--- config.mk ---
export PLATFORM = sky130hd
export DESIGN_NAME = mlaccel_smem_arbiter
export DESIGN_NICKNAME = d
export VERILOG_FILES = /design/src/rtl/mlaccel_pkg.sv /design/src/rtl/mlaccel_rr_pick.sv /design/src/rtl/mlaccel_smem_arbiter.sv
export SDC_FILE = /design/constraint.sdc
export NUM_CORES = 1
export LEC_CHECK = 0
export BUFFER_PORTS_ARGS = -buffer_cell sky130_fd_sc_hd__clkbuf_2
export CAP_MARGIN = 20
export CORE_MARGIN = 8
export CORE_UTILIZATION = 47
export DETAILED_ROUTE_END_ITERATION = 10
export GPL_TIMING_DRIVEN = 0
export PLACE_DENSITY_LB_ADDON = 0.2
export SYNTH_ARGS = -nofsm -noshare
export SYNTH_HDL_FRONTEND = slang
export SYNTH_HIERARCHICAL = 1
export SYNTH_SLANG_ARGS = --single-unit
--- constraint.sdc ---
create_clock -name clock -period 4.5 [get_ports clock]
set_input_delay 0.9 -clock clock [delete_from_list [all_inputs] [get_ports clock]]
set_output_delay 0.9 -clock clock [all_outputs]
set_load 0.01 [all_outputs]
--- src/rtl/mlaccel_pkg.sv ---
// Shared types and defaults for the mlaccel shared-memory arbiter slice.
package mlaccel_pkg;

    localparam int NREQ_DEF   = 3;
    localparam int ADDR_W_DEF = 16;
    localparam int DATA_W_DEF = 32;

    localparam int REQ_HOST = 0;
    localparam int REQ_SEQ  = 1;
    localparam int REQ_DMA  = 2;

    typedef enum logic [1:0] {
        ST_IDLE   = 2'd0,
        ST_ACCESS = 2'd1,
        ST_DONE   = 2'd2
    } arb_state_e;

    function automatic int mod_add(input int a, input int b, input int n);
        return (a + b) % n;
    endfunction

endpackage

--- src/rtl/mlaccel_rr_pick.sv ---
// Combinational round-robin picker: first set request bit searching upward from last+1, wrapping at NREQ.
module mlaccel_rr_pick
    import mlaccel_pkg::*;
#(
    parameter int NREQ  = NREQ_DEF,
    parameter int IDX_W = $clog2(NREQ)
) (
    input  logic [NREQ-1:0]  req_i,
    input  logic [IDX_W-1:0] last_i,
    output logic             any_o,
    output logic [IDX_W-1:0] idx_o
);

    logic [IDX_W-1:0] cand_s;
    logic             hit_s;

    // Scan from farthest to nearest so the nearest hit after last_i is the final assignment.
    always_comb begin
        any_o  = 1'b0;
        idx_o  = '0;
        cand_s = '0;
        hit_s  = 1'b0;
        for (int i = NREQ; i >= 1; i--) begin
            cand_s = IDX_W'(mod_add(int'(last_i), i, NREQ));
            hit_s  = req_i[cand_s];
            any_o  = any_o | hit_s;
            idx_o  = hit_s ? cand_s : idx_o;
        end
    end

endmodule

--- src/rtl/mlaccel_smem_arbiter.sv ---
// Round-robin arbiter sharing the single-port smem between host, sequencer and DMA, one transaction at a time.
// Define MLACCEL_SMEM_ARB_HOSTPRIO_EN to give the host (requester 0) strict priority over round-robin.
module mlaccel_smem_arbiter
    import mlaccel_pkg::*;
#(
    parameter int NREQ   = NREQ_DEF,
    parameter int ADDR_W = ADDR_W_DEF,
    parameter int DATA_W = DATA_W_DEF,
    parameter int IDX_W  = $clog2(NREQ)
) (
    input  logic                     clock,
    input  logic                     reset,
    input  logic [NREQ-1:0]          req_valid,
    input  logic [NREQ-1:0]          req_wen,
    input  logic [NREQ*ADDR_W-1:0]   req_addr,
    input  logic [NREQ*DATA_W-1:0]   req_wdata,
    output logic [NREQ-1:0]          req_ready,
    output logic [DATA_W-1:0]        req_rdata,
    output logic                     mem_valid,
    input  logic                     mem_ready,
    output logic                     mem_wen,
    output logic [ADDR_W-1:0]        mem_addr,
    output logic [DATA_W-1:0]        mem_wdata,
    input  logic [DATA_W-1:0]        mem_rdata,
    output logic [IDX_W-1:0]         grant_id,
    output logic                     arb_busy
);

    arb_state_e         state_q;
    logic [IDX_W-1:0]   last_q;
    logic [IDX_W-1:0]   grant_id_q;
    logic               mem_valid_q;
    logic               mem_wen_q;
    logic [ADDR_W-1:0]  mem_addr_q;
    logic [DATA_W-1:0]  mem_wdata_q;
    logic [DATA_W-1:0]  req_rdata_q;
    logic [NREQ-1:0]    req_ready_q;

    logic               rr_any_s;
    logic [IDX_W-1:0]   rr_idx_s;
    logic [IDX_W-1:0]   grant_d;
    logic [IDX_W-1:0]   last_d;
    logic               wen_sel_s;
    logic [ADDR_W-1:0]  addr_sel_s;
    logic [DATA_W-1:0]  wdata_sel_s;
    logic [NREQ-1:0]    ready_onehot_s;

    mlaccel_rr_pick #(
        .NREQ  (NREQ),
        .IDX_W (IDX_W)
    ) u_rr_pick (
        .req_i  (req_valid),
        .last_i (last_q),
        .any_o  (rr_any_s),
        .idx_o  (rr_idx_s)
    );

    // Winner selection and pointer update; host grants leave the pointer alone in priority builds.
    always_comb begin
        grant_d = rr_idx_s;
        last_d  = grant_id_q;
`ifdef MLACCEL_SMEM_ARB_HOSTPRIO_EN
        if (req_valid[REQ_HOST]) begin
            grant_d = IDX_W'(REQ_HOST);
        end else begin
            grant_d = rr_idx_s;
        end
        if (grant_id_q == IDX_W'(REQ_HOST)) begin
            last_d = last_q;
        end else begin
            last_d = grant_id_q;
        end
`endif
    end

    // Mux the winning slice and build the completion one-hot.
    always_comb begin
        wen_sel_s      = 1'b0;
        addr_sel_s     = '0;
        wdata_sel_s    = '0;
        ready_onehot_s = '0;
        for (int i = 0; i < NREQ; i++) begin
            wen_sel_s         = (grant_d == IDX_W'(i)) ? req_wen[i] : wen_sel_s;
            addr_sel_s        = (grant_d == IDX_W'(i)) ? req_addr[i*ADDR_W +: ADDR_W] : addr_sel_s;
            wdata_sel_s       = (grant_d == IDX_W'(i)) ? req_wdata[i*DATA_W +: DATA_W] : wdata_sel_s;
            ready_onehot_s[i] = (grant_id_q == IDX_W'(i));
        end
    end

    // Arbiter FSM; a reset mid-access abandons the transaction without a completion pulse.
    always_ff @(posedge clock) begin
        if (reset) begin
            state_q     <= ST_IDLE;
            last_q      <= IDX_W'(NREQ - 1);
            grant_id_q  <= '0;
            mem_valid_q <= 1'b0;
            mem_wen_q   <= 1'b0;
            mem_addr_q  <= '0;
            mem_wdata_q <= '0;
            req_rdata_q <= '0;
            req_ready_q <= '0;
        end else begin
            case (state_q)
                ST_IDLE: begin
                    if (rr_any_s) begin
                        grant_id_q  <= grant_d;
                        mem_wen_q   <= wen_sel_s;
                        mem_addr_q  <= addr_sel_s;
                        mem_wdata_q <= wdata_sel_s;
                        mem_valid_q <= 1'b1;
                        state_q     <= ST_ACCESS;
                    end
                end
                ST_ACCESS: begin
                    if (mem_ready) begin
                        mem_valid_q <= 1'b0;
                        req_rdata_q <= mem_rdata;
                        req_ready_q <= ready_onehot_s;
                        last_q      <= last_d;
                        state_q     <= ST_DONE;
                    end
                end
                ST_DONE: begin
                    req_ready_q <= '0;
                    state_q     <= ST_IDLE;
                end
                default: begin
                    mem_valid_q <= 1'b0;
                    req_ready_q <= '0;
                    state_q     <= ST_IDLE;
                end
            endcase
        end
    end

    assign req_ready = req_ready_q;
    assign req_rdata = req_rdata_q;
    assign mem_valid = mem_valid_q;
    assign mem_wen   = mem_wen_q;
    assign mem_addr  = mem_addr_q;
    assign mem_wdata = mem_wdata_q;
    assign grant_id  = grant_id_q;
    assign arb_busy  = (state_q != ST_IDLE);

endmodule

==> metrics.md, run 1 <==
| Metric | Value |
|---|---|
| Status | completed |
| Startpoint Class | flop |
| Port Buf Inserts | 271 |
| Layout area overhead | 39.0% |
| Mapped Nets | 675 |
| Crit-path max FO | 10 |
| Max-cap viol count | 0 |
| Vias in the first global route | 4835 |
| CTS Buffer Depth | 2 |
| Final WL | 15.3 mm |
| Worst Min Path Start | req_rdata[6]$_SDFFE_PP0P_ |
| WL/cell | 17.3 um |
| Layout cell share with drive strength beyond 1 | 44.9% |
| # hold bufs at CTS | 0 |
| Worst path buffer plus inverter count | 3 |
| Pwr Total | 2220 uW |
| Worst r2r src | last_q[0]$_SDFFE_PP0P_ |
| Yosys warnings | 6 |
| Post-synth cell types | 29 |
| Antenna-violating nets left | 0 |
| Mux cell area share after synthesis | 12.2% |
| CP Data Required Time | 4700 ps |
| Number of synthesized flops with an enable pin | 0 |
| Switching Share | 30.0% |
| Fin area | 6180 um^2 |
| Worst EP arrival | 2750 ps |
| Period utilization | 56.5% |
| Slack of the worst reg-to-reg path | 1960 ps |
| Mapped Area | 4440 um^2 |
| DR vias | 4628 |
| Worst setup EP type | flop |
| Hold Crit Class | reg -> reg |
| Post-Route Setup TNS | 0 ps |
| Postcts setup bufs | 0 |
| Ys async rst share | 0% |
| Yosys reg bits | 91 |
| Ys flop type | dfxtp_1 |
| First-pass GRT wire length | 24.0 mm |
| Critical path's slowest cell | ha_1 |
| Critical Path, Cell by Cell | inv_1 > ha_1 > or2_4 > o2bb2ai_1 > a21oi_1 > buf_4 > clkbuf_1 > a2bb2oi_1 > a211oi_2 |
| TritonRoute pass-1 iters | 4 |
| Worst reg2reg path depth | 9 |
| Setup CP Type | reg -> reg |
| Drt drc | 0 |
| Clock sink count | 91 |
| Vias per cell | 5.24 |
| Worst hold stages | 2 |
| XOR/XNOR share of the synthesized area | 0% |
| CTS tree | done |
| Power share of the clock group | 28.7% |
| Core Box Area | 9200 um^2 |
| Fin. max-slew vios | 0 |
| Avg Inst Size Synth | 9.14 um^2 |
| DP HPWL | 12.6 mm |
| Die Ht | 113 um |
| CTS root buf | clkbuf_8 |
| Placed standard-cell area | 5940 um^2 |
| Fin. Hold Viols | 0 |
| Sequential share of the synthesized area | 41.0% |
| TritonCTS Buffers | 9 |
| Grt ovf | 0 |
| Row count | 35 |
| Pwr/cell area | 359 nW/um^2 |
| Gate power share | 29.1% |
| Main combinational cell family by area after synthesis | compound AO/OA/AOI/OAI gates |
| Initial Utilization | 48.3% |
| Fin crit period | 2540 ps |
| Boundary pin count | 273 |
| Clock transition at path regs | 90 ps |
| # H-tree levels | 3 |
| Worst Clk Skew | 9.44 ps |
| Initial antenna violation count | 0 |
| Resize count post-CTS | 0 |
| WHS | 458 ps |
| ANT cells | 0 |
| Chip width | 113 um |
| Sequential power share | 42.3% |
| GRT Util Overall | 22.9% |
| Placed Cells | 868 |
| Setup violations, final | 0 |
| Critical path's top delay family | compound AO/OA/AOI/OAI gates |
| VDD IR max | 0.000181 V |
| Switching power | 665 uW |
| Top achievable clock speed | 393 MHz |
| Pin count of the biggest net entering global routing | 15 |
| Clk Latency, worst-skew pair | 350 ps |
| Complex-gate fraction of the synthesized area | 28.2% |
| WHS Endpoint | req_rdata[6]$_SDFFE_PP0P_ |
| Pint | 1550 uW |
| Leak pwr | 0.00299 uW |
| Slowest stage delay, CP | 400 ps |
| Worst R2R End | mem_addr[6]$_SDFFE_PP0P_ |
| Least-Margin Pin Slew | 706 ps |
| Worst rel slew slack | 52.9% |
| RSZ-0062 raised after global routing | false |
| Die Area | 12800 um^2 |
| Post-Synth Adder-Cell Area | 1.13% |
| Simple-Gate Fraction of Synth Area | 10.4% |
| DR iter-0 viols | 257 |
| Non-filler instance count after layout | 884 |
| RePlAce Congestion | 0.875 |
| Post-Syn Instances | 486 |
| Layout net count | 957 |
[through the flow]
stage	setup slack, ps	util, %
after floorplan	2270	-
after global placement	1870	64.6
after detailed placement	1850	64.6
after CTS	1930	67.2
after global routing	1660	67.2
final	1960	67.2
[power groups by stage]
stage | registers (uW) | logic, uW | clock network (uW)
final | 938 | 645 | 636
after global routing | 949 | 705 | 682
after CTS | 937 | 652 | 650
after detailed placement | 955 | 649 | 0
after global placement | 950 | 637 | 0
after floorplan | 991 | 353 | 0
[routing by layer]
layer | GRT usage [%] | share of wire [%] | up-vias | routed length [um]
li1 | - | - | 2301 | -
met5 | 0 | 0 | - | 0
met3 | 7.24 | 8.0 | 10 | 1220
met1 | 24.4 | 39 | 2149 | 6010
met4 | 6.39 | 0.82 | 0 | 126
met2 | 42.4 | 52 | 168 | 7980
[cell families (layout without fill, tap and decap cells)]
logic type | after synthesis | count (layout)
buf+inv | 51 | 338
mux | 54 | 54
flops | 91 | 91
fa+ha+maj | 4 | 4
compound gates | 174 | 174
simple gates | 112 | 112
[how the worst max path moves through the flow]
| stage | start | endpoint | slack [ps] | cells past startpoint |
|---|---|---|---|---|
| after floorplan | last_q[0]$_SDFFE_PP0P_ | mem_wdata[10]$_SDFFE_PP0P_ | 2270 | 10 |
| after global placement | req_valid[0] | mem_addr[6]$_SDFFE_PP0P_ | 1870 | 8 |
| after detailed placement | req_valid[0] | mem_addr[6]$_SDFFE_PP0P_ | 1850 | 8 |
| after CTS | last_q[0]$_SDFFE_PP0P_ | mem_addr[6]$_SDFFE_PP0P_ | 1930 | 9 |
| after global routing | last_q[0]$_SDFFE_PP0P_ | mem_addr[6]$_SDFFE_PP0P_ | 1660 | 10 |
| final | last_q[0]$_SDFFE_PP0P_ | mem_addr[6]$_SDFFE_PP0P_ | 1960 | 9 |
[worst reg2reg max path: stages, from the launching register on]
cell and delay [ps]:
dfxtp_1 380, inv_1 80, ha_1 400, or2_4 280
o2bb2ai_1 120, a21oi_1 150, buf_4 170, clkbuf_1 400
a2bb2oi_1 330, a211oi_2 100
[synthesized netlist by cell type (2+ instances only)]
library cell	number	share of area [%]
ha_1	4	1.1
buf_4	14	2.4
a2bb2oi_1	49	9.7
inv_1	6	0.51
clkbuf_1	11	0.93
dfxtp_1	91	41
o21ai_0	30	3.4
nor2b_1	4	0.56
buf_2	13	1.5
a21oi_1	64	7.2
nand2_1	71	6.0
nor2_1	30	2.5
buf_6	7	1.8
a32oi_1	2	0.39
a211oi_2	23	6.5
mux2i_1	54	12
[sequential cells by signal, indices dropped and copies added, names as in the netlist]
| signal | count |
|---|---|
| mem_wdata | 32 |
| mem_addr | 16 |
| grant_id | 2 |
| mem_valid | 1 |
| req_ready | 3 |
| state_q | 2 |
| req_rdata | 32 |
| last_q | 2 |
| mem_wen | 1 |
[cell usage in the layout (no fill, tap or decap), drive strengths merged, types with 2 or more instances in the layout]
master	instances
nand2	71
a21oi	64
bufinv	2
a32oi	2
nor2	30
buf	34
clkbuf	295
inv	6
mux2i	54
dfxtp	91
or2	2
nor2b	4
a2bb2oi	49
o21ai	30
nor3b	2
ha	4
a211oi	23
[cell type report]
class	instances	area, um^2
timing repair buffer	271	1360
tap	111	139
inverter	6	22.5
clock inverter	3	68.8
buffer	45	290
sequential	91	1820
multi-input combinational	344	2310
clock buffer	13	169
fill	804	3020
No activity file was read; power rests on OpenSTA's default activity.
==> run 2: changes to the inputs <==
--- a/config.mk
+++ b/config.mk
@@ -8,7 +8,7 @@
 export BUFFER_PORTS_ARGS = -buffer_cell sky130_fd_sc_hd__clkbuf_2
 export CAP_MARGIN = 20
 export CORE_MARGIN = 8
-export CORE_UTILIZATION = 47
+export CORE_UTILIZATION = 43
 export DETAILED_ROUTE_END_ITERATION = 10
 export GPL_TIMING_DRIVEN = 0
 export PLACE_DENSITY_LB_ADDON = 0.2
==> constraint.sdc (replaced) <==
create_clock -name clock -period 2.53 [get_ports clock]
set_input_delay 0.506 -clock clock [delete_from_list [all_inputs] [get_ports clock]]
set_output_delay 0.506 -clock clock [all_outputs]
set_load 0.01 [all_outputs]
==> run 2 against run 1 <==
Net effect:
- global-route usage fell by 0.74 points
- clock power rose by 57%
- non-clock buffer count did not move
- flip-flop and latch count did not move
- critical path type unchanged
- critical endpoint is now mem_wdata[21]$_SDFFE_PP0P_
- largest cell class unchanged
- highest routed layer unchanged
==> metrics.md, run 2 (synthesis gave the netlist of run 1 again) <==
| Metric | Value |
|---|---|
| VDD IR max | 0.000340 V (+89%) |
| CTS root buf | clkbuf_8 |
| TritonRoute pass-1 iters | 5 (+1) |
| Non-filler instance count after layout | 909 (+2.8%) |
| Setup violations, final | 0 (unchanged) |
| Vias per cell | 5.12 (-2.2%) |
| Leak pwr | 0.00298 uW (-0.42%) |
| Pwr/cell area | 618 nW/um^2 (+72%) |
| Clock transition at path regs | 90 ps (about the same) |
| Core Box Area | 10200 um^2 (+11%) |
| # H-tree levels | 3 (unchanged) |
| Chip width | 118 um (+3.9%) |
| Max-cap viol count | 0 (unchanged) |
| Die Ht | 118 um (+3.9%) |
| Fin. Hold Viols | 0 (unchanged) |
| CP Data Required Time | 2760 ps (-1940 ps) |
| DP HPWL | 13.0 mm (+3.4%) |
| Final WL | 16.0 mm (+4.4%) |
| Fin crit period | 2380 ps (-163 ps) |
| GRT Util Overall | 22.2% (-0.74 points) |
| Startpoint Class | flop |
| Grt ovf | 0 (unchanged) |
| Least-Margin Pin Slew | 696 ps (-10.2 ps) |
| Initial antenna violation count | 0 (unchanged) |
| CTS tree | done |
| First-pass GRT wire length | 25.4 mm (+6.0%) |
| Placed Cells | 893 (+2.9%) |
| Crit-path max FO | 10 (unchanged) |
| Commonest non-fill, non-tap cell in the layout | clkbuf_2 |
| # hold bufs at CTS | 0 (unchanged) |
| DR vias | 4653 (+0.54%) |
| Layout cell share with drive strength beyond 1 | 45.8% (+0.91 points) |
| ANT cells | 0 (unchanged) |
| Drt drc | 0 (unchanged) |
| Worst rel slew slack | 53.6% (+0.68 points) |
| Worst EP arrival | 2610 ps (-140 ps) |
| Boundary pin count | 273 (unchanged) |
| Initial Utilization | 43.6% (-4.7 points) |
| CTS Buffer Depth | 2 (unchanged) |
| DR iter-0 viols | 311 (+21%) |
| Clock sink count | 91 (unchanged) |
| Top achievable clock speed | 420 MHz (+6.9%) |
| Clk Latency, worst-skew pair | 350 ps (about the same) |
| Postcts setup bufs | 0 (unchanged) |
| Worst Clk Skew | 13.5 ps (+4.10 ps) |
| Hold Crit Class | in -> reg |
| RSZ-0062 raised after global routing | false |
| Setup CP Type | reg -> reg |
| Layout net count | 957 (unchanged) |
| Port Buf Inserts | 271 (unchanged) |
| Layout area overhead | 40.2% |
| Most frequent cells in the layout | 272 x clkbuf_2, 90 x dfxtp_1, 71 x nand2_1, 64 x a21oi_1, 53 x mux2i_1 |
| Pwr Total | 3850 uW (+74%) |
| Vias in the first global route | 5015 (+3.7%) |
| WL/cell | 17.6 um (+1.5%) |
| RePlAce Congestion | 0.802 (-8.4%) |
| Die Area | 13800 um^2 (+8.0%) |
| Status | completed |
| Worst setup EP type | flop |
| Slack of the worst reg-to-reg path | 150 ps (-1810 ps) |
| Period utilization | 94.1% (+38 points) |
| Fin. max-slew vios | 0 (unchanged) |
| TritonCTS Buffers | 9 (unchanged) |
| Row count | 37 (+5.7%) |
| Antenna-violating nets left | 0 (unchanged) |
| Pin count of the biggest net entering global routing | 16 (+1) |
==> run 2: changes by cell type in the layout (fill, tap and decap cells not counted), moves of 2 or more <==
cell and delta:
buf_2 -5, a2bb2oi_1 -3, a2bb2oi_2 +3, clkbuf_4 +3
buf_6 +2, clkbuf_8 -2, clkinvlp_4 +2
==> run 2: metrics by stage <==
stage | setup TNS [ps] | hold WS [ps] | utilization, % | cell area (um^2) | setup WS, ps
5_1_grt | 0 | 346 | 61.2 | 6230 | 2.68
4_1_cts | 0 | 347 | 60.7 | 6180 | 1.45
2_1_floorplan | 0 | 470 | - | 4440 | 302
3_3_place_gp | 0 | 442 | 58.6 | 5970 | 1.29
3_5_place_dp | -83.8 | 450 | 58.6 | 5970 | -34.0
6_report | 0 | 364 | 61.2 | 6230 | 149
==> run 2: cell type report <==
type,count,area [um^2]
inverter,6,22.5
sequential,91,1820
clock inverter,5,62.6
clock buffer,11,141
fill,926,3950
buffer,45,312
tap,136,170
multi-input combinational,344,2340
timing repair buffer,271,1360
==> run 2: what timing repair did <==
| item | in CTS | in global routing |
|---|---|---|
| setup endpoints to repair | 12 | 51 |
| hold endpoints to repair | 0 | 0 |
| resized for setup | 3 | 13 |
==> run 2: path summary, 6_finish.rpt <==
check / startpoint / end / cells after the start
setup reg to reg: last_q[0]$_SDFFE_PP0P_ / mem_wdata[21]$_SDFFE_PP0P_ / 10
hold / removal: mem_rdata[26] / req_rdata[26]$_SDFFE_PP0P_ / 3
setup / recovery: last_q[0]$_SDFFE_PP0P_ / mem_wdata[21]$_SDFFE_PP0P_ / 10
hold reg to reg: req_rdata[20]$_SDFFE_PP0P_ / req_rdata[20]$_SDFFE_PP0P_ / 2
==> run 2: report_power, final <==
part / total, uW / leakage (uW) / internal (uW) / switching (uW)
Sequential: 1670 / 0.000750 / 1590 / 82.2
Combinational: 1180 / 0.00213 / 551 / 628
Clock: 1000 / 0.0000957 / 488 / 515
==> run 2: worst max-delay path, cell delays in order (launching register included) <==
cell,delay (ps)
dfxtp_2,370
inv_1,90
ha_4,320
mux2i_2,260
o21ai_0,120
a21oi_1,170
buf_4,190
buf_6,180
mux2i_1,210
a2bb2oi_1,250
a211oi_2,100
==> run 2: routing by layer <==
metal / up-vias / global-route usage [%] / share of wire (%)
met4: 0 / 6.24 / 1.1
met1: 2145 / 23.8 / 39
li1: 2305 / - / -
met5: - / 0 / 0
met3: 12 / 8.59 / 9.1
met2: 191 / 39.5 / 50
==> run 3: changes to the inputs <==
--- a/config.mk
+++ b/config.mk
@@ -5,10 +5,11 @@
 export SDC_FILE = /design/constraint.sdc
 export NUM_CORES = 1
 export LEC_CHECK = 0
+export ABC_AREA = 1
 export BUFFER_PORTS_ARGS = -buffer_cell sky130_fd_sc_hd__clkbuf_2
 export CAP_MARGIN = 20
 export CORE_MARGIN = 8
-export CORE_UTILIZATION = 43
+export CORE_UTILIZATION = 45
 export DETAILED_ROUTE_END_ITERATION = 10
 export GPL_TIMING_DRIVEN = 0
 export PLACE_DENSITY_LB_ADDON = 0.2
==> run 3 against run 2 <==
Net effect:
- core utilization grew 0.77 points
- largest cell class unchanged
- worst hold slack got worse by 4.5 ps
- sequential share of layout area is 1.9 points lower
- via count increased by 24%
- global-route usage increased by 2.1 points
- total power is 22% higher
- die area rose by 4.6%
- clock power hardly changed
- design area grew 6.8%
==> metrics.md, run 3 <==
| Metric | Value |
|---|---|
| Chip width | 120 um (+2.3%) |
| Core Box Area | 10700 um^2 (+5.5%) |
| Worst EP arrival | 2630 ps (+20 ps) |
| ANT cells | 0 (unchanged) |
| Placed Cells | 1227 (+37%) |
| Drt drc | 0 (unchanged) |
| Slack of the worst reg-to-reg path | 150 ps (about the same) |
| Avg Inst Size Synth | 6.01 um^2 (-34%) |
| Final WL | 17.9 mm (+12%) |
| TritonRoute pass-1 iters | 5 (unchanged) |
| Vias per cell | 4.65 (-9.1%) |
| XOR/XNOR share of the synthesized area | 0% (unchanged) |
| DP HPWL | 14.2 mm (+9.4%) |
| Number of synthesized flops with an enable pin | 0 (unchanged) |
| Yosys warnings | 6 (unchanged) |
| Most common cell in the netlist | nand2_1 |
| Crit-path max FO | 10 (unchanged) |
| Layout fillers | 1091 (+18%) |
| Worst setup EP type | flop |
| Boundary pin count | 273 (unchanged) |
| VDD IR max | 0.000348 V (+2.1%) |
| Yosys reg bits | 91 (unchanged) |
| RSZ-0062 raised after global routing | false |
| Vias in the first global route | 5647 (+13%) |
| GRT Util Overall | 24.3% (+2.1 points) |
| Worst rel slew slack | 61.8% (+8.1 points) |
| Grt ovf | 0 (unchanged) |
| Initial antenna violation count | 0 (unchanged) |
| Max-cap viol count | 0 (unchanged) |
| Main combinational cell family by area after synthesis | simple AND/OR/NAND/NOR gates |
| Top achievable clock speed | 421 MHz (+0.19%) |
| Synth area leaders | dfxtp_1 37%, nand2_1 24%, nor2_1 13% |
| Setup CP Type | reg -> reg |
| Multi-input gate area | 2540 um^2 (+8.4%) |
| Fin. Hold Viols | 0 (unchanged) |
| Sequential share of the synthesized area | 37.2% (-3.8 points) |
| Post-synth cell types | 23 (-21%) |
| Die Area | 14500 um^2 (+4.6%) |
| Fin. max-slew vios | 0 (unchanged) |
| Layout area overhead | 35.9% |
| Clk Latency, worst-skew pair | 360 ps (about the same) |
| Status | completed |
| Pwr/cell area | 707 nW/um^2 (+14%) |
| Top-area cell type share of the netlist area | 37.2% (-3.8 points) |
| Ys flop type | dfxtp_1 |
| Simple-Gate Fraction of Synth Area | 45.6% (+35 points) |
| RePlAce Congestion | 0.840 (+4.7%) |
| Least-Margin Pin Slew | 574 ps (-122 ps) |
| Non-filler instance count after layout | 1244 (+37%) |
| Synth top cells by count | 311 x nand2_1, 171 x nor2_1, 91 x dfxtp_1 |
| Fin crit period | 2380 ps (-4.53 ps) |
| Post-Synth Adder-Cell Area | 1.02% (-0.10 points) |
| Leak pwr | 0.00393 uW (+32%) |
| Startpoint Class | flop |
| Clock sink count | 91 (unchanged) |
| DR vias | 5787 (+24%) |
| # hold bufs at CTS | 0 (unchanged) |
| Antenna-violating nets left | 0 (unchanged) |
| CTS Buffer Depth | 2 (unchanged) |
| TritonCTS Buffers | 9 (unchanged) |
| Complex-gate fraction of the synthesized area | 5.03% (-23 points) |
| First-pass GRT wire length | 28.3 mm (+11%) |
| Mux cell area share after synthesis | 0% (-12 points) |
| Mapped Area | 4900 um^2 (+10%) |
| Setup violations, final | 0 (unchanged) |
| Clock transition at path regs | 110 ps (+20 ps) |
| WL/cell | 14.4 um (-18%) |
| CTS root buf | clkbuf_8 |
| Post-Route Setup TNS | 0 ps (unchanged) |
| Period utilization | 93.9% (-0.18 points) |
| DR iter-0 viols | 349 (+12%) |
| Commonest non-fill, non-tap cell in the layout | nand2_1 |
| Mapped Nets | 1004 (+49%) |
| Layout cell share with drive strength beyond 1 | 31.4% (-14 points) |
| Synth area leader | dfxtp_1 |
| Pin count of the biggest net entering global routing | 19 (+3) |
| Post-Syn Instances | 815 (+68%) |
| Reg area | 1820 um^2 (unchanged) |
| CP Data Required Time | 2780 ps (+20 ps) |
| Row count | 38 (+2.7%) |
| Ys async rst share | 0% (unchanged) |
| Layout net count | 1288 (+35%) |
| Hold Crit Class | in -> reg |
| Port Buf Inserts | 272 (+0.37%) |
| # H-tree levels | 3 (unchanged) |
| Initial Utilization | 45.6% (+2.0 points) |
| Die Ht | 120 um (+2.3%) |
| Worst Clk Skew | 20.9 ps (+7.37 ps) |
| CTS tree | done |
| Most frequent cells in the layout | 310 x nand2_1, 273 x clkbuf_2, 171 x nor2_1, 90 x dfxtp_1, 64 x nand3_1 |
run 3: cell types whose count changed after synthesis, moves of 54 or more:
| cell | before | now |
|---|---|---|
| nor2_1 | 30 | 171 |
| nand3_1 | 1 | 64 |
| mux2i_1 | 54 | 0 |
| a21oi_1 | 64 | 7 |
| nand2_1 | 71 | 311 |
| inv_1 | 6 | 62 |
run 3: area by class of cell:
| class | instances | area share, % |
|---|---|---|
| sequential | 91 | 27.4 |
| inverter | 67 | 3.78 |
| clock buffer | 9 | 1.86 |
| timing repair buffer | 273 | 20.6 |
| clock inverter | 7 | 1.07 |
| buffer | 46 | 4.53 |
| tap | 140 | 2.63 |
| multi-input combinational | 611 | 38.2 |
run 3: timing repair:
item                                    CTS  global route
setup buffers                             0             1
endpoints found under the setup margin    0            48
hold endpoints to repair                  0             0
gates resized for setup                   0             7
run 3: layer usage:
layer	global-route usage (%)	part of all wire, %	up-vias
met5	0	0	-
met4	7.10	1.5	0
met3	7.97	11	22
met2	43.7	49	229
met1	26.8	39	2498
li1	-	-	3038
run 3: path summary, 6_finish.rpt:
path,to,cells after the start,start
worst max register to register,mem_wdata[12]$_SDFFE_PP0P_,15,last_q[0]$_SDFFE_PP0P_
worst min register to register,req_ready[2]$_SDFFE_PP0P_,2,req_ready[2]$_SDFFE_PP0P_
worst min-delay path,req_rdata[16]$_SDFFE_PP0P_,3,mem_rdata[16]
worst max-delay path,mem_wdata[12]$_SDFFE_PP0P_,15,last_q[0]$_SDFFE_PP0P_
run 3: metrics by stage:
| stage | utilization [%] | power, uW | setup slack, ps | hold WS (ps) | area (um^2) |
|---|---|---|---|---|---|
| 2_1_floorplan | - | 3020 | 491 | 473 | 4900 |
| 3_3_place_gp | 59.9 | 3730 | 135 | 455 | 6440 |
| 3_5_place_dp | 59.9 | 3750 | 107 | 462 | 6440 |
| 4_1_cts | 61.7 | 4740 | 47.3 | 344 | 6630 |
| 5_1_grt | 61.9 | 5090 | 11.3 | 343 | 6660 |
| 6_report | 61.9 | 4710 | 154 | 359 | 6660 |
run 3: cell families after synthesis:
logic type / after synthesis
buf+inv: 113
flops: 91
compound gates: 48
fa+ha+maj: 4
simple gates: 559
run 3: where the power goes:
group | internal, uW | switching, uW | total (uW)
Clock | 385 | 598 | 983
Sequential | 1670 | 134 | 1810
Combinational | 735 | 1180 | 1920
run 3: worst max-delay path, cell delays in order (launching register included):
cell and delay [ps]:
dfxtp_2 380, inv_1 60, ha_1 380, nand2_1 100, o21ai_1 70, a21oi_2 190, nand2_1 80, nand2_1 60
buf_4 150, inv_2 60, buf_4 180, clkbuf_4 220, nand3_1 90, nand2_1 60, nor2_1 130, nor2_1 50
